### src/rtl/ycr_arb_pkg.sv
// Shared arbiter/bus-mux definitions: grant encodings, mux FSM states and the
// latched slave command.
package ycr_arb_pkg;

   localparam logic [1:0] GRANT0 = 2'b00;
   localparam logic [1:0] GRANT1 = 2'b01;
   localparam logic [1:0] GRANTX = 2'b11;

   typedef enum logic [1:0] {
      ST_IDLE  = 2'd0,
      ST_ISSUE = 2'd1,
      ST_RESP  = 2'd2,
      ST_DONE  = 2'd3
   } mux_state_e;

   typedef struct packed {
      logic        we;
      logic [31:0] addr;
      logic [31:0] wdata;
      logic [1:0]  size;
   } bus_cmd_t;

endpackage

### src/rtl/ycr_tmo_cnt.sv
// Saturating ISSUE-phase timeout counter; expired flags the last allowed cycle.
module ycr_tmo_cnt #(
   parameter int unsigned TMO_CYC = 255
) (
   input  logic clk,
   input  logic rst,
   input  logic clr,
   input  logic en,
   output logic expired
);

   localparam int unsigned     W    = $clog2(TMO_CYC + 1);
   localparam logic [W-1:0]    LAST = W'(TMO_CYC - 1);
   localparam logic [W-1:0]    SAT  = W'(TMO_CYC);

   logic [W-1:0] cnt;

   always_ff @(posedge clk) begin
      if (rst || clr)
         cnt <= '0;
      else if (en && (cnt != SAT))
         cnt <= cnt + W'(1);
   end

   assign expired = (cnt == LAST);

endmodule

### src/rtl/ycr_bus_mux2.sv
// Two-master to one-slave bus mux driven by an external arbiter grant, with a
// slave timeout and registered outputs on every port.
module ycr_bus_mux2
   import ycr_arb_pkg::*;
#(
   parameter int unsigned TMO_CYC = 255
) (
   input  logic        clk,
   input  logic        rst,
   input  logic [1:0]  gnt,
   output logic        arb_ack,

   input  logic        m0_req,
   input  logic        m0_we,
   input  logic [31:0] m0_addr,
   input  logic [31:0] m0_wdata,
   input  logic [1:0]  m0_size,
   output logic        m0_ack,
   output logic [31:0] m0_rdata,
   output logic        m0_err,

   input  logic        m1_req,
   input  logic        m1_we,
   input  logic [31:0] m1_addr,
   input  logic [31:0] m1_wdata,
   input  logic [1:0]  m1_size,
   output logic        m1_ack,
   output logic [31:0] m1_rdata,
   output logic        m1_err,

   output logic        s_req,
   output logic        s_we,
   output logic [31:0] s_addr,
   output logic [31:0] s_wdata,
   output logic [1:0]  s_size,
   input  logic        s_ack,
   input  logic [31:0] s_rdata,
   input  logic        s_err
);

   mux_state_e  state, state_nxt;
   bus_cmd_t    cmd, cmd_nxt;
   logic        owner, owner_nxt;

   logic        sel_valid, sel_port, sel_req;
   logic        tmo_clr, tmo_en, tmo_expired;

   logic        s_req_nxt, arb_ack_nxt;
   logic        rsp_ack_nxt, rsp_err_nxt;
   logic [31:0] rsp_rdata_nxt;

   assign sel_valid = (gnt == GRANT0) || (gnt == GRANT1);
   assign sel_port  = (gnt == GRANT1);
   assign sel_req   = sel_port ? m1_req : m0_req;

   assign tmo_clr = (state == ST_IDLE) && (state_nxt == ST_ISSUE);
   assign tmo_en  = (state == ST_ISSUE);

   ycr_tmo_cnt #(
      .TMO_CYC (TMO_CYC)
   ) u_tmo_cnt (
      .clk     (clk),
      .rst     (rst),
      .clr     (tmo_clr),
      .en      (tmo_en),
      .expired (tmo_expired)
   );

   always_ff @(posedge clk) begin
      if (rst) begin
         state    <= ST_IDLE;
         cmd      <= '0;
         owner    <= 1'b0;
         s_req    <= 1'b0;
         arb_ack  <= 1'b0;
         m0_ack   <= 1'b0;
         m0_rdata <= '0;
         m0_err   <= 1'b0;
         m1_ack   <= 1'b0;
         m1_rdata <= '0;
         m1_err   <= 1'b0;
      end else begin
         state    <= state_nxt;
         cmd      <= cmd_nxt;
         owner    <= owner_nxt;
         s_req    <= s_req_nxt;
         arb_ack  <= arb_ack_nxt;
         m0_ack   <= rsp_ack_nxt && !owner;
         m0_rdata <= (rsp_ack_nxt && !owner) ? rsp_rdata_nxt : '0;
         m0_err   <= rsp_ack_nxt && !owner && rsp_err_nxt;
         m1_ack   <= rsp_ack_nxt && owner;
         m1_rdata <= (rsp_ack_nxt && owner) ? rsp_rdata_nxt : '0;
         m1_err   <= rsp_ack_nxt && owner && rsp_err_nxt;
      end
   end

   always_comb begin
      state_nxt = state;
      unique case (state)
         ST_IDLE:  if (sel_valid) state_nxt = sel_req ? ST_ISSUE : ST_DONE;
         ST_ISSUE: if (s_ack || tmo_expired) state_nxt = ST_RESP;
         ST_RESP:  state_nxt = ST_DONE;
         ST_DONE:  if (gnt == GRANTX) state_nxt = ST_IDLE;
         default:  state_nxt = ST_IDLE;
      endcase
   end

   // Computes the next values of the output registers; s_ack beats the timeout.
   always_comb begin
      cmd_nxt       = cmd;
      owner_nxt     = owner;
      s_req_nxt     = (state_nxt == ST_ISSUE);
      arb_ack_nxt   = 1'b0;
      rsp_ack_nxt   = 1'b0;
      rsp_err_nxt   = 1'b0;
      rsp_rdata_nxt = '0;
      unique case (state)
         ST_IDLE: begin
            if (sel_valid) begin
               if (sel_req) begin
                  owner_nxt = sel_port;
                  cmd_nxt   = sel_port ? '{m1_we, m1_addr, m1_wdata, m1_size}
                                       : '{m0_we, m0_addr, m0_wdata, m0_size};
               end else begin
                  arb_ack_nxt = 1'b1;
               end
            end
         end
         ST_ISSUE: begin
            if (s_ack) begin
               rsp_ack_nxt   = 1'b1;
               rsp_rdata_nxt = s_rdata;
               rsp_err_nxt   = s_err;
               arb_ack_nxt   = 1'b1;
            end else if (tmo_expired) begin
               rsp_ack_nxt   = 1'b1;
               rsp_err_nxt   = 1'b1;
               arb_ack_nxt   = 1'b1;
            end
         end
         default: ;
      endcase
   end

   assign s_we    = cmd.we;
   assign s_addr  = cmd.addr;
   assign s_wdata = cmd.wdata;
   assign s_size  = cmd.size;

endmodule
### config.mk
export PLATFORM = sky130hd
export DESIGN_NAME = ycr_bus_mux2
export DESIGN_NICKNAME = d
export VERILOG_FILES = /design/src/rtl/ycr_arb_pkg.sv /design/src/rtl/ycr_tmo_cnt.sv /design/src/rtl/ycr_bus_mux2.sv
export SDC_FILE = /design/constraint.sdc
export NUM_CORES = 1
export LEC_CHECK = 0
export BUFFER_PORTS_ARGS = -buffer_cell sky130_fd_sc_hd__buf_2
export CAP_MARGIN = 20
export CELL_PAD_IN_SITES_DETAIL_PLACEMENT = 0
export CELL_PAD_IN_SITES_GLOBAL_PLACEMENT = 1
export CORE_MARGIN = 2
export CORE_UTILIZATION = 29
export DETAILED_ROUTE_END_ITERATION = 6
export GPL_ROUTABILITY_DRIVEN = 0
export HOLD_SLACK_MARGIN = 0.03
export PLACE_DENSITY_LB_ADDON = 0.05
export SETUP_SLACK_MARGIN = 0.02
export SLEW_MARGIN = 15
export SYNTH_ARGS = -nofsm -noshare
export SYNTH_HDL_FRONTEND = slang
export SYNTH_HIERARCHICAL = 1
export SYNTH_SLANG_ARGS = --single-unit
### constraint.sdc
create_clock -name clk -period 1.7 [get_ports clk]
set_input_delay 0.17 -clock clk [delete_from_list [all_inputs] [get_ports clk]]
set_output_delay 0.17 -clock clk [all_outputs]
set_load 0.005 [all_outputs]
==> reports/metrics.yaml <==
outcome: "complete, no violations"
drive_above_1_share: 0.469
finalInstanceArea_sq_um: 8790
vias_per_cell: 4.64
crit_path_frequent_cell: "nor2_4"
avgSynthCellArea_sq_um: 10.7
pre_cts_slack_ns: 0.00272
grt_max_degree: 65
gr-usage-all-layers: 0.167
drtPass1Iterations: 4
grt_setup_unrepaired: "true"
worst_slew_pin_slew_ns: 0.501
post_drt_wl_per_cell_microns: 16.1
p_per_area_nw_per_um2: 1010
period_share: 0.989
slew_headroom: 0.666
grt_pass1_vias: 5142
grt_antenna_before_repair: 0
cts-root-buf: "clkbuf_16"
drtIter0Drc: 179
drc: 0
cts_tree: "yes"
insertion_delay_ns: 0.42
fin_ws_ns: 0.0186
cap_violations: 0
crit_path_max_fanout: 6
core-area_sq_um: 19500
vias: 5374
numPortBuffers: 310
cp_data_arrival_time_ns: 2.05
drv_slew: 0
htreeDepth: 4
clkTransAtPathRegs_ns: 0.07
cp_slowest_cell: "dfxtp_2"
synth_cell_types: 43
start_kind: "register"
final_nets: 1056
std_cell_rows: 51
diodes: 0
synth_nets: 713
hpwl_microns: 13000
clock-sinks: 148
p_leak_nw: 4.49
die_area_sq_um: 21000
crit_required_ns: 2.07
end_kind: "register"
crit_type: "register to register"
numCtsBuffers: 17
finalSetupViolCount: 0
ant_nets: 0
place_area_sq_um: 7660
yosysSeqAreaShare: 0.514
hp-class: "primary input to register"
drt_wl_total_microns: 18700
min_period_ns: 1.68
io_pins: 311
clockBufferDepth: 2
finalHoldViolations: 0
die_x_microns: 145
ys_seq_elements: 148
grt_remaining_overflow: 0
synth.yosys.warnings: 6
critical_path.cell_chain: "inv_2 > ha_4 > nand3_2 > nor2_4 > nor2_4 > nor4b_4 > buf_6 > clkbuf_16 > and3_4"
area_delta_synth_final_pct: 52.5
ir_drop_mv: 0.578
slowest_delay_ns: 0.33
synth_area_sq_um: 5760
grt_pass1_wl_microns: 28100
synth_cells: 537
skew_ns: 0.0114
die_h_microns: 145
fmax_mhz: 595
initial_utilization: 0.296
logic make-up after synthesis:
kind of cell | after synthesis | synth area share
AO/OA/AOI/OAI | 154 | 0.190
flip-flops | 148 | 0.514
adder cells (fa/ha/maj) | 2 | 0.00434
buffers and inverters | 57 | 0.0504
multiplexers | 71 | 0.124
AND/OR/NAND/NOR | 105 | 0.117
worst max-delay path: cells and delay by family, from the launching register on:
family | cells | cell delay, ns
flops | 1 | 0.33
buf+inv | 3 | 0.44
fa+ha+maj | 1 | 0.13
simple gates | 5 | 0.74
layout make-up:
type,count,area [sq um]
clock buffers,17,425
clock inverters,15,186
fillers,1868,10700
inverters,4,15.0
multi-input cells,332,2560
flip-flops and latches,148,2970
well taps,265,332
repair buffers,377,2290
synthesized netlist by cell type (all sizes together):
library cell,number,share of area
a2111oi,2,0.0063
a211oi,71,0.11
a21bo,1,0.0017
a21oi,71,0.062
a31oi,2,0.0022
a41oi,1,0.0015
and2,2,0.0026
and3,64,0.069
and4,2,0.0037
buf,24,0.029
clkbuf,29,0.019
dfxtp,148,0.51
ha,2,0.0043
inv,4,0.0026
mux2,1,0.0026
mux2i,70,0.12
nand2,6,0.0039
nand2b,2,0.0035
nand3,7,0.0069
nand4,1,0.0011
nand4b,1,0.0015
nor2,7,0.0046
nor2b,3,0.0033
nor3,3,0.0035
nor4,2,0.0048
nor4b,1,0.0041
o21ai,3,0.0026
o22a,1,0.0015
o22ai,1,0.0011
o31a,1,0.0015
or2,1,0.0011
or3,3,0.0033
flip-flops by register name, summed over array words and instances, names as in the netlist, 2 cells and up:
register,cells
u_tmo_cnt/cnt,8
s_addr,32
s_wdata,32
s_size,2
m0_rdata,32
m1_rdata,32
state,2
where the power goes:
group	internal, mW	switching, mW
registers	3.63	0.0840
clock network	2.24	1.64
logic	0.614	0.654
layer usage:
| metal | vias up | wire (microns) | GRT usage |
|---|---|---|---|
| met5 | - | 0 | 0 |
| met4 | 0 | 221 | 0.0579 |
| met3 | 15 | 1230 | 0.0478 |
| met2 | 197 | 9140 | 0.285 |
| met1 | 2486 | 8080 | 0.202 |
| li1 | 2676 | - | - |
stage by stage:
step	std cells	hold WS (ns)	TNS, ns	total power [mW]	util
2_1_floorplan	537	0.266	0	4.43	-
3_3_place_gp	1083	0.403	0	4.97	0.393
3_5_place_dp	1083	0.408	0	4.99	0.393
4_1_cts	1149	0.0305	0	8.96	0.443
5_1_grt	1158	0.0693	-1.56	9.28	0.452
6_report	1158	0.0548	0	8.86	0.452
worst paths after layout:
kind,from,end,slack (ns),cells past startpoint
worst max register to register,u_tmo_cnt/cnt[0]$_SDFFE_PP0P_,m1_rdata[12]$_SDFF_PP0_,0.02,9
worst min-delay path,gnt[1],state[0]$_SDFF_PP0_,0.05,2
worst min register to register,s_addr[31]$_SDFFE_PP0P_,s_addr[31]$_SDFFE_PP0P_,0.52,2
worst max-delay path,u_tmo_cnt/cnt[0]$_SDFFE_PP0P_,m1_rdata[12]$_SDFF_PP0_,0.02,9
timing repair:
action | in CTS | in global routing
cloned | 0 | 5
resized for setup | 1 | 17
buffers inserted | 0 | 4
pin swaps | 0 | 5
endpoints found under the setup margin | 1 | 57
hold buffers | 34 | 0
endpoints found under the hold margin | 67 | 0
cell usage in the layout, fill, tap and decap left out, drive strengths merged, types with 2 or more instances in the layout:
cell type	n
nand2	6
inv	13
mux2i	70
a2111oi	2
o21ai	3
and3	64
clkbuf	20
nor3	3
buf	340
and4	2
clkinv	3
dlygate4sd3	34
nand2b	2
nor4	2
ha	2
nor2b	3
nor2	7
nand3	7
bufinv	2
and2	2
a21oi	71
dfxtp	148
a31oi	2
a211oi	71
or3	3
Power figures use the tool's default switching activity.
